**config.mk**
```make
export PLATFORM = sky130hd
export DESIGN_NAME = ysyx_23060332_lsu
export DESIGN_NICKNAME = d
export VERILOG_FILES = /design/src/rtl/ysyx_23060332_lsu.sv
export SDC_FILE = /design/constraint.sdc
export NUM_CORES = 1
export LEC_CHECK = 0
export ABC_AREA = 0
export CAP_MARGIN = 20
export CORE_MARGIN = 4
export CORE_UTILIZATION = 44
export CTS_CLUSTER_DIAMETER = 40
export DETAILED_ROUTE_END_ITERATION = 8
export HOLD_SLACK_MARGIN = 0.1
export PLACE_DENSITY = 0.81
export SYNTH_ARGS = -nofsm -noshare
export SYNTH_HDL_FRONTEND = slang
export SYNTH_SLANG_ARGS = --single-unit
```
**constraint.sdc**
```tcl
create_clock -name clk -period 4.4 [get_ports clk]
set_input_delay 0.88 -clock clk [delete_from_list [all_inputs] [get_ports clk]]
set_output_delay 0.88 -clock clk [all_outputs]
set_load 0.05 [all_outputs]
```
**src/rtl/ysyx_23060332_lsu.sv**
```systemverilog
// ysyx_23060332_lsu -- load/store unit, initiator side of the data-memory port.
//
// Accepts one load or store at a time from the EXU, issues a single word-aligned
// request to data memory (byte lanes via mem_wmask), and returns the
// sign/zero-extended load result, or an error, to write-back.
//
// Ports:
//   clk, rst              clock, asynchronous active-high reset
//   lsu_valid/lsu_ready   EXU request handshake (ready only in IDLE)
//   lsu_wen/funct3/addr/wdata   request fields (store data unshifted)
//   mem_req_valid/ready   memory request handshake
//   mem_wen/addr/wdata/wmask    request fields (addr word aligned)
//   mem_rsp_valid/rdata   one-cycle response, read word
//   wb_valid/wb_ready     write-back handshake
//   wb_rdata/wb_err       extended load data (0 for stores/errors), error flag
module ysyx_23060332_lsu (
  input  logic        clk,
  input  logic        rst,
  input  logic        lsu_valid,
  output logic        lsu_ready,
  input  logic        lsu_wen,
  input  logic [2:0]  lsu_funct3,
  input  logic [31:0] lsu_addr,
  input  logic [31:0] lsu_wdata,
  output logic        mem_req_valid,
  input  logic        mem_req_ready,
  output logic        mem_wen,
  output logic [31:0] mem_addr,
  output logic [31:0] mem_wdata,
  output logic [7:0]  mem_wmask,
  input  logic        mem_rsp_valid,
  input  logic [31:0] mem_rdata,
  output logic        wb_valid,
  input  logic        wb_ready,
  output logic [31:0] wb_rdata,
  output logic        wb_err
);

  localparam logic [1:0] S_IDLE = 2'd0;
  localparam logic [1:0] S_REQ  = 2'd1;
  localparam logic [1:0] S_WAIT = 2'd2;
  localparam logic [1:0] S_DONE = 2'd3;

  logic [1:0]  state_q, state_d;
  logic        wen_q, wen_d;
  logic [2:0]  f3_q, f3_d;
  logic [1:0]  off_q, off_d;
  logic        req_valid_q, req_valid_d;
  logic        mwen_q, mwen_d;
  logic [31:0] maddr_q, maddr_d;
  logic [31:0] mwdata_q, mwdata_d;
  logic [7:0]  mwmask_q, mwmask_d;
  logic        wb_valid_q, wb_valid_d;
  logic [31:0] wb_rdata_q, wb_rdata_d;
  logic        wb_err_q, wb_err_d;

  // Legal encoding and natural alignment; funct3[1:0] encodes the access size.
  function automatic logic req_ok(input logic wen, input logic [2:0] f3,
                                  input logic [1:0] a);
    logic enc_ok;
    logic mis;
    if (wen) enc_ok = (f3 == 3'b000) || (f3 == 3'b001) || (f3 == 3'b010);
    else     enc_ok = (f3 != 3'b011) && (f3 != 3'b110) && (f3 != 3'b111);
    mis = ((f3[1:0] == 2'b01) && a[0]) || ((f3[1:0] == 2'b10) && (a != 2'b00));
    return enc_ok && !mis;
  endfunction

  function automatic logic [7:0] store_mask(input logic [1:0] sz, input logic [1:0] off);
    case (sz)
      2'b00:   return 8'h01 << off;
      2'b01:   return 8'h03 << off;
      default: return 8'h0F;
    endcase
  endfunction

  // Data is replicated across lanes so the mask alone selects the target bytes.
  function automatic logic [31:0] store_data(input logic [1:0] sz, input logic [31:0] w);
    case (sz)
      2'b00:   return {4{w[7:0]}};
      2'b01:   return {2{w[15:0]}};
      default: return w;
    endcase
  endfunction

  function automatic logic [31:0] load_ext(input logic [2:0] f3, input logic [1:0] off,
                                           input logic [31:0] rd);
    logic [7:0]  b;
    logic [15:0] h;
    b = rd[{off, 3'b000} +: 8];
    h = off[1] ? rd[31:16] : rd[15:0];
    case (f3)
      3'b000:  return {{24{b[7]}}, b};
      3'b001:  return {{16{h[15]}}, h};
      3'b100:  return {24'd0, b};
      3'b101:  return {16'd0, h};
      default: return rd;
    endcase
  endfunction

  assign lsu_ready = (state_q == S_IDLE) && !rst;

  always_comb begin
    state_d     = state_q;
    wen_d       = wen_q;
    f3_d        = f3_q;
    off_d       = off_q;
    req_valid_d = req_valid_q;
    mwen_d      = mwen_q;
    maddr_d     = maddr_q;
    mwdata_d    = mwdata_q;
    mwmask_d    = mwmask_q;
    wb_valid_d  = wb_valid_q;
    wb_rdata_d  = wb_rdata_q;
    wb_err_d    = wb_err_q;
    case (state_q)
      S_IDLE: begin
        if (lsu_valid && lsu_ready) begin
          wen_d = lsu_wen;
          f3_d  = lsu_funct3;
          off_d = lsu_addr[1:0];
          if (req_ok(lsu_wen, lsu_funct3, lsu_addr[1:0])) begin
            req_valid_d = 1'b1;
            mwen_d      = lsu_wen;
            maddr_d     = {lsu_addr[31:2], 2'b00};
            mwmask_d    = lsu_wen ? store_mask(lsu_funct3[1:0], lsu_addr[1:0]) : 8'h00;
            mwdata_d    = lsu_wen ? store_data(lsu_funct3[1:0], lsu_wdata) : 32'd0;
            state_d     = S_REQ;
          end else begin
            // Rejected requests never touch memory.
            wb_valid_d = 1'b1;
            wb_err_d   = 1'b1;
            wb_rdata_d = 32'd0;
            state_d    = S_DONE;
          end
        end
      end
      S_REQ: begin
        if (mem_req_ready) begin
          req_valid_d = 1'b0;
          state_d     = S_WAIT;
        end
      end
      S_WAIT: begin
        if (mem_rsp_valid) begin
          wb_valid_d = 1'b1;
          wb_err_d   = 1'b0;
          wb_rdata_d = wen_q ? 32'd0 : load_ext(f3_q, off_q, mem_rdata);
          state_d    = S_DONE;
        end
      end
      default: begin
        if (wb_ready) begin
          wb_valid_d = 1'b0;
          state_d    = S_IDLE;
        end
      end
    endcase
  end

  always_ff @(posedge clk or posedge rst) begin
    if (rst) begin
      state_q     <= S_IDLE;
      wen_q       <= 1'b0;
      f3_q        <= 3'd0;
      off_q       <= 2'd0;
      req_valid_q <= 1'b0;
      mwen_q      <= 1'b0;
      maddr_q     <= 32'd0;
      mwdata_q    <= 32'd0;
      mwmask_q    <= 8'd0;
      wb_valid_q  <= 1'b0;
      wb_rdata_q  <= 32'd0;
      wb_err_q    <= 1'b0;
    end else begin
      state_q     <= state_d;
      wen_q       <= wen_d;
      f3_q        <= f3_d;
      off_q       <= off_d;
      req_valid_q <= req_valid_d;
      mwen_q      <= mwen_d;
      maddr_q     <= maddr_d;
      mwdata_q    <= mwdata_d;
      mwmask_q    <= mwmask_d;
      wb_valid_q  <= wb_valid_d;
      wb_rdata_q  <= wb_rdata_d;
      wb_err_q    <= wb_err_d;
    end
  end

  assign mem_req_valid = req_valid_q;
  assign mem_wen       = mwen_q;
  assign mem_addr      = maddr_q;
  assign mem_wdata     = mwdata_q;
  assign mem_wmask     = mwmask_q;
  assign wb_valid      = wb_valid_q;
  assign wb_rdata      = wb_rdata_q;
  assign wb_err        = wb_err_q;

endmodule

```
==> flow_metrics.py <==
metrics = {
    "grt": {
        "grt_pass1_vias": 5003,
        "grt_pass1_wl_um": 26790,
        "grt.overflow.total": 0,
        "grt_start_max_net_pins": 69,
        "antenna_found_initial": 0,
        "grt_util_all_layers_pct": 23.64,
    },
    "sta": {
        "setup_slack_ns": 0.9805,
        "rsz0062_at_grt": "false",
        "slew_violations": 0,
        "whs_ns": 0.4839,
        "tns_ns": 0,
        "post-route-period-util_pct": 77.72,
        "worst-slew-pin-transition_ns": 1.080,
        "period_minus_slack_ns": 3.419,
        "timing.slew.headroom_pct": 27.76,
        "setup_viol": 0,
        "clock.fmax_mhz": 292.4,
        "skew_ns": 0.006565,
        "final_hold_viol_count": 0,
    },
    "clock_network": {
        "cts_buffers": 9,
        "post-cts-setup-buffers": 0,
        "hold_buffers": 0,
        "insertion_delay_ns": 0.35,
        "clk_pin_slew_ns": 0.08,
        "cts.sinks": 111,
        "cts_buffer_depth": 2,
        "root_buffer": "clkbuf_16",
        "cts_max_level": 3,
        "cts_resized": 0,
        "cts_tree": "done",
    },
    "logic_synthesis": {
        "muxShareOfSynthArea_pct": 14.99,
        "ys.flop_type": "dfrtp_1",
        "yosysSeqAreaShare_pct": 51.37,
        "synth_simple_gate_area_share_pct": 7.381,
        "syn_inst": 473,
        "synth-async-reset-ratio_pct": 100.0,
        "synth_top_family_by_area": "compound AO/OA/AOI/OAI gates",
        "synth_compound_area_share_pct": 20.78,
        "yosys_warnings": 0,
        "avgSynthCellArea_sq_um": 11.43,
        "synth-adder-area-share_pct": 0.9255,
        "synth_area_sq_um": 5408,
        "synth_edf_count": 0,
        "yosysUniqueCellTypes": 50,
        "synth_xor_area_share_pct": 0,
        "synth_seq_cells": 111,
    },
    "power": {
        "p_leak_uw": 0.003499,
        "pwr-share-clk_pct": 12.9,
        "vdd_drop_max_mv": 0.5283,
        "swShare_pct": 49.05,
        "power.internal_uw": 3190,
        "p_sw_uw": 3070,
        "seq_power_share_pct": 28.3,
        "comb_power_share_pct": 58.9,
        "power-per-cell-area_nw_per_um2": 795.6,
    },
    "worst_setup_path": {
        "critPathLaunchType": "register",
        "crit_required_ns": 3.52,
        "max_stage_delay_ns": 0.81,
        "worstPathMaxFanout": 10,
        "crit_type": "register to output port",
        "slowest_stage": "clkdlybuf4s50_1",
        "cp_top_family": "buffers and inverters",
        "cp_common_cell": "inv_1",
        "crit_chain": "inv_1 -> ha_1 -> inv_1 -> nor2_1 -> clkdlybuf4s50_1",
        "r2r_setup_slack_ns": 1.58,
        "cp.arrival_ns": 2.54,
        "end_kind": "output port",
        "path_buf_inv": 3,
    },
    "layout": {
        "fin_cells": 816,
        "layout_commonest_cell": "clkdlybuf4s50_1",
        "nNetsFinal": 774,
        "fillers": 950,
        "drive_above_1_share_pct": 10.01,
        "antennaDiodeCount": 0,
        "finish.utilization_pct": 65.51,
        "final_cell_mix": "209 x clkdlybuf4s50_1, 111 x dfrtp_1, 48 x nand2_1",
        "syn_to_final_growth_pct": 45.51,
    },
    "die": {
        "io_pins": 215,
        "die_w_um": 118.9,
        "dieArea_sq_um": 14130,
        "rows": 40,
        "die_h_um": 118.9,
        "core_region_area_sq_um": 12010,
        "initial_core_util_pct": 45.02,
    },
    "routing": {
        "drt_wl_total_um": 17050,
        "wl_per_cell_um": 20.90,
        "route.met2.wl_um": 8271,
        "vias_per_cell": 5.740,
        "remaining_drc_errors": 0,
        "drt-met1-wl_um": 6612,
        "routed.top_layer": "met4",
        "num_vias": 4684,
        "antenna_left": 0,
        "drt_pass1_iterations": 4,
        "wl_met3_um": 1710,
        "drt_first_iter_violations": 302,
    },
    "placement": {
        "dp_cells": 799,
        "hpwl_um": 12730,
        "post-place-ws_ns": 1.020,
        "port_buffers": 209,
        "gp_congestion": 0.9719,
    },
    "hold_path": {
        "hp-class": "register to register",
    },
    "job": {
        "drv_cap": 0,
    },
    "outcome": {
        "outcome": "complete, no violations",
    },
}
==> worst register-to-register path: cells and delay by family (launching register included) <==
| family | cells | cell delay [ns] |
|---|---|---|
| DFF | 1 | 0.42 |
| AOI/OAI and AO/OA | 2 | 0.75 |
| muxes | 1 | 0.30 |
| and+or+nand+nor | 1 | 0.29 |
| buffers and inverters | 2 | 0.51 |
| adders and majority gates | 1 | 0.44 |
==> cell type report <==
type / instances / area [sq um] / area share, %
inverters: 10 / 40.04 / 0.5088
multi-input cells: 316 / 2410 / 30.62
repair buffers: 216 / 2165 / 27.51
well taps: 147 / 183.9 / 2.337
flip-flops and latches: 111 / 2778 / 35.30
clock inverters: 6 / 53.80 / 0.6837
clock buffers: 10 / 239.0 / 3.037
==> through the flow <==
stage	instance area, sq um	total power, uW
detailed placement	7561	5466
finish	7869	6260
floorplan	5423	4228
global placement	7561	5387
global route	7869	6563
CTS	7854	6290
==> layer usage <==
layer,up-vias,track usage [%]
li1,2109,-
met1,2304,28.22
met2,237,39.50
met3,34,8.737
met4,0,7.965
met5,-,0
==> registers in the layout (all words and copies together), names as in the netlist <==
register / cells
mem_wdata: 32
wb_rdata: 32
mem_addr: 30
mem_wmask: 5
f3_q: 3
off_q: 2
state_q: 2
mem_req_valid: 1
mem_wen: 1
wb_err: 1
wb_valid: 1
wen_q: 1
==> path summary, 6_finish.rpt <==
path | from | end | depth (start not counted)
worst max-delay path | state_q[0] | lsu_ready | 5
worst min-delay path | mem_wdata[25] | mem_wdata[25] | 2
worst max register to register | state_q[0] | wb_rdata[4] | 7
worst min register to register | mem_wdata[25] | mem_wdata[25] | 2
max in group asynchronous | rst | wb_rdata[23] | 3
min in group asynchronous | rst | wb_valid | 2
==> cells by family (layout without fill, tap and decap cells) <==
kind of cell             count (synthesis)  in the layout
buffers and inverters                   50            242
other                                    1              5
AND/OR/NAND/NOR                         86             86
adder cells (fa/ha/maj)                  4              4
AO/OA/AOI/OAI                          148            148
multiplexers                            73             73
flip-flops                             111            111
==> cells in the mapped netlist, types with 4 or more instances <==
cell type | number | area, sq um
dfrtp_1 | 111 | 2778
nand2_1 | 48 | 180.2
mux2i_1 | 33 | 330.3
a22o_1 | 31 | 271.5
mux2_2 | 25 | 281.5
o21ai_0 | 25 | 125.1
clkbuf_1 | 20 | 75.07
a21o_1 | 18 | 135.1
nor2_1 | 17 | 63.81
a221oi_1 | 14 | 122.6
a21oi_1 | 13 | 65.06
o21ai_1 | 12 | 60.06
buf_2 | 11 | 55.05
inv_1 | 10 | 37.54
o2bb2ai_1 | 10 | 87.58
mux2_1 | 9 | 101.4
o22ai_1 | 8 | 50.05
buf_4 | 7 | 52.55
mux2_4 | 5 | 75.07
ha_1 | 4 | 50.05
nor2b_1 | 4 | 25.02
nor3_1 | 4 | 20.02
==> power groups by stage <==
stage	sequential (uW)	clock (uW)	combinational (uW)
6_report	1770	804	3690
5_1_grt	1830	858	3880
4_1_cts	1770	821	3700
3_5_place_dp	1780	0	3690
3_3_place_gp	1760	0	3630
2_1_floorplan	3070	0	1150
Note: power is estimated with default switching activity, not from simulation.
